<file path="src/rtl/sim_monitor_pkg.sv">
// Shared types for the commit-stream watchdog: event kinds, queued event record, controller states.
package sim_monitor_pkg;

    localparam int MON_CNT_W = 64;

    typedef enum logic [1:0] {
        EVT_PERIODIC   = 2'd0,
        EVT_UART_QUERY = 2'd1,
        EVT_STUCK      = 2'd2
    } evt_kind_e;

    typedef struct packed {
        evt_kind_e              kind;
        logic [MON_CNT_W-1:0]   cycle;
        logic [MON_CNT_W-1:0]   instr;
    } mon_evt_t;

    typedef enum logic [1:0] {
        WD_RUN   = 2'd0,
        WD_DRAIN = 2'd1,
        WD_DONE  = 2'd2
    } wd_state_e;

endpackage

</file>
<file path="src/rtl/mon_evt_fifo.sv">
// Synchronous event FIFO; a push while full is refused even if a pop happens the same cycle.
module mon_evt_fifo
    import sim_monitor_pkg::*;
#(
    parameter int  DEPTH = 4,
    parameter type T     = mon_evt_t
) (
    input  logic clock,
    input  logic reset,
    input  logic push,
    input  T     push_data,
    input  logic pop,
    output T     head,
    output logic full,
    output logic empty
);
    localparam int AW = $clog2(DEPTH);

    T               mem [DEPTH];
    logic [AW-1:0]  wr_ptr;
    logic [AW-1:0]  rd_ptr;
    logic [AW:0]    count;
    logic           push_ok;
    logic           pop_ok;

    assign full    = (count == (AW+1)'(DEPTH));
    assign empty   = (count == '0);
    assign push_ok = push && !full;
    assign pop_ok  = pop && !empty;
    assign head    = mem[rd_ptr];

    always_ff @(posedge clock) begin
        if (push_ok) begin
            mem[wr_ptr] <= push_data;
        end
    end

    always_ff @(posedge clock) begin
        if (reset) begin
            wr_ptr <= '0;
            rd_ptr <= '0;
            count  <= '0;
        end else begin
            if (push_ok) wr_ptr <= wr_ptr + AW'(1);
            if (pop_ok)  rd_ptr <= rd_ptr + AW'(1);
            count <= count + (AW+1)'(push_ok) - (AW+1)'(pop_ok);
        end
    end

endmodule

</file>
<file path="src/rtl/commit_watchdog_ctrl.sv">
// Commit-stream progress watchdog: counts commits/cycles, queues report events, and requests
// end of simulation after a stall has been reported and the event queue has drained.
//
// state    | meaning
// WD_RUN   | normal monitoring, all triggers live
// WD_DRAIN | stall seen; only the STUCK report is still delivered, queue draining
// WD_DONE  | finish_req raised, counters frozen
module commit_watchdog_ctrl
    import sim_monitor_pkg::*;
#(
    parameter int COMMIT_WIDTH  = 6,
    parameter int CNT_W         = MON_CNT_W,
    parameter int STUCK_LIMIT   = 5000,
    parameter int REPORT_PERIOD = 10000,
    parameter int FIFO_DEPTH    = 4
) (
    input  logic                    clock,
    input  logic                    reset,
    input  logic [COMMIT_WIDTH-1:0] commit_valid,
    input  logic                    commit_walk,
    input  logic                    uart_query,
    input  logic                    evt_ready,
    output logic                    evt_valid,
    output logic [1:0]              evt_kind,
    output logic [CNT_W-1:0]        evt_cycle,
    output logic [CNT_W-1:0]        evt_instr,
    output logic [CNT_W-1:0]        dropped,
    output logic                    stuck,
    output logic                    finish_req
);
    localparam int PW = $clog2(REPORT_PERIOD);
    localparam int TW = $clog2(STUCK_LIMIT + 2);
    localparam int I_P = 0;
    localparam int I_U = 1;
    localparam int I_S = 2;

    typedef struct packed {
        evt_kind_e          kind;
        logic [CNT_W-1:0]   cycle;
        logic [CNT_W-1:0]   instr;
    } evt_t;

    wd_state_e          state, state_nxt;
    logic [CNT_W-1:0]   cycle_cnt, commit_cnt, drop_cnt, commit_inc;
    logic [PW-1:0]      period_cnt;
    logic [TW-1:0]      stuck_timer;
    logic [2:0]         pend, trig, acc, drop, sched;
    logic [CNT_W-1:0]   snap_cycle [3];
    logic [CNT_W-1:0]   snap_instr [3];
    evt_kind_e          sel_kind;
    evt_t               push_data, head;
    logic               push, fifo_full, fifo_empty, stuck_q;

    always_comb begin
        commit_inc = '0;
        for (int i = 0; i < COMMIT_WIDTH; i++) begin
            commit_inc = commit_inc + CNT_W'(commit_valid[i]);
        end
    end

    // Triggers look at registered counters so snapshots show pre-update values.
    always_comb begin
        trig = '0;
        if (state == WD_RUN) begin
            trig[I_P] = (period_cnt == '0);
            trig[I_U] = uart_query;
            trig[I_S] = (stuck_timer > TW'(STUCK_LIMIT));
        end
        acc  = trig & ~pend;
        drop = trig & pend;
    end

    always_comb begin
        sched    = '0;
        sel_kind = EVT_PERIODIC;
        if (!fifo_full) begin
            if (pend[I_S]) begin
                sched[I_S] = 1'b1;
                sel_kind   = EVT_STUCK;
            end else if (pend[I_U]) begin
                sched[I_U] = 1'b1;
                sel_kind   = EVT_UART_QUERY;
            end else if (pend[I_P]) begin
                sched[I_P] = 1'b1;
                sel_kind   = EVT_PERIODIC;
            end
        end
        push            = |sched;
        push_data.kind  = sel_kind;
        push_data.cycle = snap_cycle[sel_kind];
        push_data.instr = snap_instr[sel_kind];
    end

    always_ff @(posedge clock) begin
        if (reset) begin
            cycle_cnt   <= '0;
            commit_cnt  <= '0;
            period_cnt  <= '0;
            stuck_timer <= '0;
        end else if (state != WD_DONE) begin
            cycle_cnt <= cycle_cnt + CNT_W'(1);
            if (!commit_walk) commit_cnt <= commit_cnt + commit_inc;
            period_cnt <= (period_cnt == '0) ? PW'(REPORT_PERIOD - 1) : period_cnt - PW'(1);
            if (!commit_walk && commit_valid[0]) begin
                stuck_timer <= '0;
            end else if (stuck_timer != TW'(STUCK_LIMIT + 1)) begin
                stuck_timer <= stuck_timer + TW'(1);
            end
        end
    end

    always_ff @(posedge clock) begin
        if (reset) begin
            pend     <= '0;
            drop_cnt <= '0;
            stuck_q  <= 1'b0;
            for (int k = 0; k < 3; k++) begin
                snap_cycle[k] <= '0;
                snap_instr[k] <= '0;
            end
        end else begin
            pend     <= (pend & ~sched) | acc;
            drop_cnt <= drop_cnt + CNT_W'(drop[I_P]) + CNT_W'(drop[I_U]) + CNT_W'(drop[I_S]);
            if (trig[I_S]) stuck_q <= 1'b1;
            for (int k = 0; k < 3; k++) begin
                if (acc[k]) begin
                    snap_cycle[k] <= cycle_cnt;
                    snap_instr[k] <= commit_cnt;
                end
            end
        end
    end

    always_ff @(posedge clock) begin
        if (reset) state <= WD_RUN;
        else       state <= state_nxt;
    end

    always_comb begin
        state_nxt = state;
        case (state)
            WD_RUN:   if (trig[I_S]) state_nxt = WD_DRAIN;
            WD_DRAIN: if (!pend[I_S] && fifo_empty) state_nxt = WD_DONE;
            default:  state_nxt = WD_DONE;
        endcase
    end

    mon_evt_fifo #(
        .DEPTH (FIFO_DEPTH),
        .T     (evt_t)
    ) u_fifo (
        .clock     (clock),
        .reset     (reset),
        .push      (push),
        .push_data (push_data),
        .pop       (evt_ready),
        .head      (head),
        .full      (fifo_full),
        .empty     (fifo_empty)
    );

    assign evt_valid  = !fifo_empty;
    assign evt_kind   = head.kind;
    assign evt_cycle  = head.cycle;
    assign evt_instr  = head.instr;
    assign dropped    = drop_cnt;
    assign stuck      = stuck_q;
    assign finish_req = (state == WD_DONE);

endmodule

</file>
<file path="config.mk">
export PLATFORM = sky130hd
export DESIGN_NAME = commit_watchdog_ctrl
export DESIGN_NICKNAME = d
export VERILOG_FILES = /design/src/rtl/sim_monitor_pkg.sv /design/src/rtl/mon_evt_fifo.sv /design/src/rtl/commit_watchdog_ctrl.sv
export SDC_FILE = /design/constraint.sdc
export NUM_CORES = 1
export LEC_CHECK = 0
export CAP_MARGIN = 40
export CORE_MARGIN = 2
export CORE_UTILIZATION = 35
export CTS_CLUSTER_SIZE = 8
export DETAILED_ROUTE_END_ITERATION = 7
export GPL_ROUTABILITY_DRIVEN = 0
export GPL_TIMING_DRIVEN = 0
export RECOVER_POWER = 100
export SETUP_SLACK_MARGIN = 0.1
export SLEW_MARGIN = 5
export SYNTH_ARGS = -nofsm -noshare
export SYNTH_HDL_FRONTEND = slang
export SYNTH_SLANG_ARGS = --single-unit
</file>
<file path="constraint.sdc">
create_clock -name clock -period 4.55 [get_ports clock]
set_input_delay 0.6825 -clock clock [delete_from_list [all_inputs] [get_ports clock]]
set_output_delay 0.6825 -clock clock [all_outputs]
set_load 0.02 [all_outputs]
</file>
Yosys cells after proc, flatten, opt, wreduce, memory -nomap -nowiden. Memories as Yosys holds them, arrays and structs flattened. A register that Yosys moved wholly into a read port is not among the register bits. Cells that the tools add are included.

Register bits: 232. RAM bits: 904. Input port bits: 11. Output and inout bits: 197. Memories kept: 3.

Memory list: u_fifo.mem (depth 4, width 130, rd ports 1, clocked after memory_dff 1, write ports 1, RTL line mon_evt_fifo.sv:19) `T mem [DEPTH];`; snap_cycle (depth 3, width 64, rd ports 1, clocked after memory_dff 0, write ports 3, RTL line commit_watchdog_ctrl.sv:48) `logic [CNT_W-1:0] snap_cycle [3];`; snap_instr (depth 3, width 64, rd ports 1, clocked after memory_dff 0, write ports 3, RTL line commit_watchdog_ctrl.sv:49) `logic [CNT_W-1:0] snap_instr [3];`.

Add/sub/neg operators: 16. $lt $le $gt $ge: 1. Equal/unequal tests: 7. Multiplexer cells: 37. Bitwise gates (word level): 13. Reductions and logical operators: 16.

Operators with widths (count): $mux W64 (6); $add A64 B1 Y64 (3); $add A64 B1 Y64 const B (1); $add A64 B6 Y64 (1); $mux W13 (2); $mux W1 (18); $logic_not A14 Y1 (1); $mux W14 (1); $mux W2 (7); $sub A14 B1 Y14 const B (1); $add A13 B1 Y13 const B (1); $gt A13 B13 Y1 const B (1); $ne A13 B13 Y1 const B (1); $and A3 B3 Y3 (3); $add A5 B1 Y6 (1); $mux W3 (2); $ne A2 B2 Y1 const B (3); $not A3 Y3 (2); $or A1 B1 Y1 (6); $reduce_and A2 Y1 (3); $add A4 B1 Y5 (1); $add A2 B1 Y2 const B (2); $add A3 B1 Y4 (1); $logic_and A1 B1 Y1 (4); 15 further kinds (18).

Depth between registers and ports, before layout. Gate-level depths: netlist of run 1.

Depth after elaboration: 8. Gate-level depth with buffers: 16.

Hierarchy. From an unflattened synthesis of run 1, not the netlist that was laid out.

Cells, all modules: 3300. Area total of the unflattened synthesis: 46658.5 um^2.

Modules (own cells, without submodules): commit_watchdog_ctrl (instances 1, cells each 2570, area each 27330.0 um^2); mon_evt_fifo (instances 1, cells each 730, area each 19328.5 um^2).

Least setup slack after synthesis of run 1. No wires, ideal clock.

Path kind: register to register. Start: register stuck_timer[0]. End: memory snap_cycle[2][0] (netlist name) (enable). Arrival: 4.335 ns. Path slack: -0.295 ns. Stages on the path, launching flop included: 9. Buffers on the path: 1. Period minus slack after synthesis: 4.845 ns. Path through: dfxtp_1 inv_1 ha_1 nand2b_1 a2111oi_0 o21ai_0 nand4b_1 clkbuf_1 nand2b_1.

RTL lines: from (decl) (RTL line commit_watchdog_ctrl.sv:46) `logic [TW-1:0] stuck_timer;`; from (signal assigned) (RTL line commit_watchdog_ctrl.sv:107) `stuck_timer <= stuck_timer + TW'(1);`; to (decl) (RTL line commit_watchdog_ctrl.sv:48).

==> results.toml, run 1 <==
[floorplanning]
core_area_um2 = 132000
die_area_um2 = 136000
dieHeight_um = 369
ioPinCount = 208
placementRows = 133
die_w_um = 369
start_util = 0.353

[placement]
pre_cts_ws_ps = -897
postPlaceCellArea_um2 = 51600
dp_hpwl_mm = 77.5
io_buffers = 206
dp_cells = 5309

[synth]
ys_ff_latch = 1138
synth_cells = 3303
syn_avg_cell_area_um2 = 14.1
synth_edf_count = 904
ys_async_sr_fraction = 0
ys_warn_count = 0
ys.flop_type = "edfxtp_1"
synth_cell_types = 57
ys_seq_area_frac = 0.684
netlist_area_um2 = 46500
syn_nets = 3337

[pwr]
pwr-share-clk = 0.344
swShare = 0.287
p_sw_w = 0.00900
p_per_area_nw_per_um2 = 561
p_leak_nw = 17.7
p_comb_frac = 0.228
power_w = 0.0313
p_int_w = 0.0223
p_seq_frac = 0.428
ir_worst_vdd_mv = 0.347

[cells_and_area]
fin_nets = 3755
layout.cells.non_filler = 5556
drive_above_1_share = 0.102
area_growth_pct = 20.0
n_fill_cell = 11900
final_common_cell = "edfxtp_1"
design_area_um2 = 55800
final_cell_mix = "edfxtp_1 (904), clkbuf_1 (259), dfxtp_1 (233)"

[clock_tree]
clock_latency_ps = 770
cts_tree = "done"
cts_root_buffer = "clkbuf_16"
numCtsBuffers = 161
max-clock-path-buffers = 3
htreeDepth = 4
cts.sinks = 1138
clk_pin_slew_worst_paths_ps = 50

[critical_path]
worstPathArrival_ps = 3630
crit_type = "reg -> out"
cp-start-kind = "register"
worst_setup_path_end_kind = "primary output"
crit_required_ps = 3870
path_max_fanout = 10

[hold_path]
hold_class = "in -> reg"

[status]
status = "complete, but fails checks"
failed_checks = "capacitance limit, slew limit"

[grt]
use_met1 = 0.235
grt_util_met2 = 0.264
grt_pass1_wl_mm = 177
grt_pass1_vias = 28800
grt.total_usage = 0.169
busiest_layer = "met2"
grt_max_degree = 54
grt.overflow.total = 0
grt_util_met3 = 0.0395
antenna_found_initial = 11

[routing]
initialDrtViolationCount = 2411
final_antenna_net_count = 0
wl_mm = 117
drc = 0
vias = 29400
via_per_inst = 5.29
drt-wirelength-per-cell_um = 21.0
drt-pass1-iter-count = 5

[timing]
max_slew_margin = -0.563
setup_viol = 0
fmax_mhz = 232
worstMarginPinSlew_ps = 2340
min_period_ps = 4320
slew_violations = 41
fin_crit_sh = 0.948
hold_violations = 0
rsz0062_at_grt = "no"
clock_skew_ps = 43.4
worst_slack_ps = 235

[flow_run]
drv_cap = 1
critical path: stages (launching register included):
cell           delay [ps]
dfxtp_1               660
clkbuf_4              480
clkbuf_1              550
mux4_2                450
dlygate4sd3_1         690
layer usage:
layer,wire (um),part of all wire
met5,82,0.00070
met4,2670,0.023
met3,7660,0.066
met2,54200,0.46
met1,52300,0.45
power groups by stage:
stage                     combinational [W]  clock (W)  sequential, W
after floorplan                     0.00429          0         0.0135
after global placement              0.00731          0         0.0136
after detailed placement            0.00768          0         0.0136
after CTS                           0.00769     0.0110         0.0134
after global routing                0.00772     0.0114         0.0135
final                               0.00714     0.0108         0.0134
cell type report:
class	instances	area, um2	area share
antenna	2	5.00	0.0000897
clock inverter	14	166	0.00298
tap	1755	2200	0.0393
clock buffer	227	4320	0.0774
multi-input combinational	1916	13700	0.246
timing repair buffer	259	2600	0.0466
sequential	1138	31800	0.570
inverter	38	143	0.00256
buffer	207	815	0.0146
per-stage QoR:
step | utilization | setup TNS [ps] | hold WS [ps]
final | 0.424 | 0 | 420
after global placement | 0.386 | -1347510 | 441
after global routing | 0.424 | 0 | 425
after CTS | 0.426 | 0 | 366
after floorplan | - | 0 | 452
after detailed placement | 0.392 | -25300 | 443
cells in the mapped netlist (all sizes together), types with 73 or more instances:
| library cell | number | share of area |
|---|---|---|
| nand4 | 80 | 0.011 |
| nand2b | 120 | 0.016 |
| nand3 | 73 | 0.0079 |
| clkbuf | 179 | 0.014 |
| mux4 | 130 | 0.063 |
| dfxtp | 234 | 0.10 |
| or3 | 76 | 0.010 |
| nor2b | 134 | 0.018 |
| o21ai | 211 | 0.023 |
| a22oi | 128 | 0.021 |
| nand2 | 96 | 0.0077 |
| edfxtp | 904 | 0.58 |
| nor2 | 155 | 0.013 |
| a31oi | 129 | 0.017 |
| a21oi | 232 | 0.025 |
registers in the layout, summed over array words and instances, names as in the netlist, named ones only:
register and cells:
period_cnt 14, commit_cnt 64, u_fifo.wr_ptr 2, u_fifo.mem 520
u_fifo.count 3, snap_cycle 192, stuck 1, pend 3
u_fifo.rd_ptr 2, snap_instr 192, cycle_cnt 64, stuck_timer 13
state 2, dropped 64
worst paths after layout:
check	startpoint	endpoint	slack (ps)	cells past startpoint
setup / recovery	register	evt_cycle[10]	230	4
hold / removal	reset	cycle_cnt[30]$_SDFFE_PP0N_	420	3
setup reg to reg	pend[2]$_SDFF_PP0_	u_fifo.mem[3][27]$_DFFE_PP_	320	7
hold reg to reg	stuck$_SDFFE_PP0N_	stuck$_SDFFE_PP0N_	440	2
logic make-up (layout without fill, tap and decap cells):
group | after synthesis | in the layout | synth area share
DFF | 1138 | 1138 | 0.684
and+or+nand+nor | 901 | 901 | 0.110
AOI/OAI and AO/OA | 755 | 755 | 0.0947
buffers and inverters | 249 | 745 | 0.0205
muxes | 132 | 132 | 0.0634
xor gates and xnor gates | 105 | 105 | 0.0198
adders and majority gates | 23 | 23 | 0.00732
other | 0 | 2 | 0
timing repair:
action	CTS	global route
hold buffers	0	0
resized for setup	6	11
pin swaps	2	5
setup buffers	0	8
endpoints found under the setup margin	152	29
Note: power is estimated with default switching activity, not from simulation.
==> run 2, diff against run 1 <==
--- a/config.mk
+++ b/config.mk
@@ -5,7 +5,7 @@
 export SDC_FILE = /design/constraint.sdc
 export NUM_CORES = 1
 export LEC_CHECK = 0
-export CAP_MARGIN = 40
+export CAP_MARGIN = 20
 export CORE_MARGIN = 2
 export CORE_UTILIZATION = 35
 export CTS_CLUSTER_SIZE = 8
==> results.toml, run 2 (synthesis results as in run 1) <==
[status]
status = "complete, but fails checks"
failed_checks = "capacitance limit, slew limit"

[pwr]
p_comb_frac = 0.232
pwr-share-clk = 0.345
p_seq_frac = 0.423
p_int_w = 0.0226
swShare = 0.286
p_per_area_nw_per_um2 = 567
p_sw_w = 0.00908
ir_worst_vdd_mv = 0.366
p_leak_nw = 17.7

[cells_and_area]
drive_above_1_share = 0.101
layout.cells.non_filler = 5523
area_growth_pct = 20.3
largest_reg_flops = 520
n_fill_cell = 11800
design_area_um2 = 56000
final_cell_mix = "edfxtp_1 (904), a21oi_1 (232), dfxtp_1 (232)"
fin_nets = 3724
reg.largest.list = "u_fifo.mem: 520 flops, snap_cycle: 192 flops, snap_instr: 192 flops"
final_common_cell = "edfxtp_1"
top_register = "u_fifo.mem"

[clock_tree]
htreeDepth = 4
clock_latency_ps = 790
cts.sinks = 1138
cts_tree = "done"
cts_root_buffer = "clkbuf_16"
clk_pin_slew_worst_paths_ps = 50
max-clock-path-buffers = 3
numCtsBuffers = 161

[critical_path]
crit_required_ps = 5180
path_max_fanout = 10
r2r_slack_ps = 270
max_stage_delay_ps = 580
endpoint = "commit_cnt[31]$_SDFFE_PP0P_"
reg2regPathDepth = 5
worst_setup_path_end_kind = "register"
reg2reg_from = "pend[2]$_SDFF_PP0_"
cp_slowest_cell = "dlygate4sd3_1"
worstPathArrival_ps = 4940
crit_path_frequent_cell = "fa_1"
cp_cell_sequence = "dlygate4sd3_1 > fa_1 > inv_1 > fa_1 > inv_1 > fa_1 > nand3_1 > a211oi_2 > buf_2 > nand4_1 > clkbuf_1 > clkbuf_1 > o21ai_0 > a21oi_1"
cp-start-kind = "input port"
r2r_end = "u_fifo.mem[0][37]$_DFFE_PP_"
crit_type = "in -> reg"
worstSetupStartpoint = "commit_valid[0]"

[hold_path]
hold_class = "reg -> reg"

[placement]
dp_cells = 5284
postPlaceCellArea_um2 = 51300
io_buffers = 206
dp_hpwl_mm = 76.5

[timing]
min_period_ps = 4300
setup_viol = 0
max_slew_margin = -0.770
worstMarginPinSlew_ps = 2650
fmax_mhz = 232
clock_skew_ps = 50.2
slew_violations = 117
tns_ps = 0
hold_violations = 0
fin_crit_sh = 0.946
hold-worst-slack_ps = 443
rsz0062_at_grt = "yes"

[floorplanning]
die_area_um2 = 136000
core_area_um2 = 132000
start_util = 0.353
placementRows = 133
die_w_um = 369
ioPinCount = 208
dieHeight_um = 369

[flow_run]
drv_cap = 3

[grt]
grt_pass1_wl_mm = 176
antenna_found_initial = 10
grt_max_degree = 54
grt_pass1_vias = 28800
grt.total_usage = 0.169
grt.overflow.total = 0

[routing]
vias = 29400
via_per_inst = 5.33
drt-wirelength-per-cell_um = 21.1
wl_mm = 116
initialDrtViolationCount = 2461
final_antenna_net_count = 0
drc = 0
drt-pass1-iter-count = 5
## run 2: cell count changes in the layout (fill, tap and decap cells not counted), sizes merged
| cell | delta |
|---|---|
| clkdlybuf4s18 | -1 |
| clkdlybuf4s50 | +121 |
| dlygate4sd3 | -121 |
| clkbuf | -36 |
| clkdlybuf4s15 | +10 |
| diode | +2 |
| buf | -8 |
## run 2: how the worst min path moves through the flow
stage	from	endpoint	cells past startpoint
after floorplan	commit_cnt[63]$_SDFFE_PP0P_	commit_cnt[63]$_SDFFE_PP0P_	2
after global placement	stuck$_SDFFE_PP0N_	stuck$_SDFFE_PP0N_	2
after detailed placement	stuck$_SDFFE_PP0N_	stuck$_SDFFE_PP0N_	2
after CTS	stuck$_SDFFE_PP0N_	stuck$_SDFFE_PP0N_	2
after global routing	stuck$_SDFFE_PP0N_	stuck$_SDFFE_PP0N_	2
final	stuck$_SDFFE_PP0N_	stuck$_SDFFE_PP0N_	2
## run 2: what timing repair did
item | 4_1_cts | 5_1_grt
resized for setup | 27 | 8
hold buffers | 0 | 0
pin swaps | 2 | 1
buffers inserted | 0 | 3
endpoints found under the setup margin | 174 | 27
## run 2: metrics by stage
stage	power [W]	util	worst slack [ps]
final	0.0317	0.425	245
after global routing	0.0331	0.425	-6.54
after CTS	0.0321	0.425	121
after detailed placement	0.0211	0.390	-1240
after global placement	0.0209	0.386	-1970
after floorplan	0.0178	-	848
## run 2: worst max-delay path, delay by kind of cell
kind / cells / cell delay (ps)
buffers and inverters: 6 / 1820
adders and majority gates: 3 / 1210
AOI/OAI and AO/OA: 3 / 760
and+or+nand+nor: 2 / 460
## run 2: final cells by class
type | instances | area [um2] | share of cell area
Timing Repair Buffer | 230 | 2560 | 0.0458
Sequential cell | 1138 | 31800 | 0.569
Multi-Input combinational cell | 1916 | 13800 | 0.246
Inverter | 38 | 143 | 0.00255
Buffer | 205 | 882 | 0.0158
Clock inverter | 14 | 240 | 0.00429
Tap cell | 1755 | 2200 | 0.0392
Clock buffer | 223 | 4360 | 0.0778
Antenna cell | 4 | 10.0 | 0.000179
## run 2: layer usage
layer / vias up / GRT usage / routed length (um)
met4: 16 / 0.0529 / 2600
met3: 174 / 0.0426 / 7980
met5: - / 0 / 98
li1: 13600 / - / -
met1: 14800 / 0.232 / 51200
met2: 866 / 0.264 / 54600
## run 2: power by group through the flow
stage               Sequential, W  Combinational, W  Clock [W]
global route               0.0135           0.00793     0.0116
global placement           0.0136           0.00731          0
floorplan                  0.0135           0.00429          0
finish                     0.0134           0.00736     0.0110
CTS                        0.0134           0.00754     0.0112
detailed placement         0.0136           0.00752          0
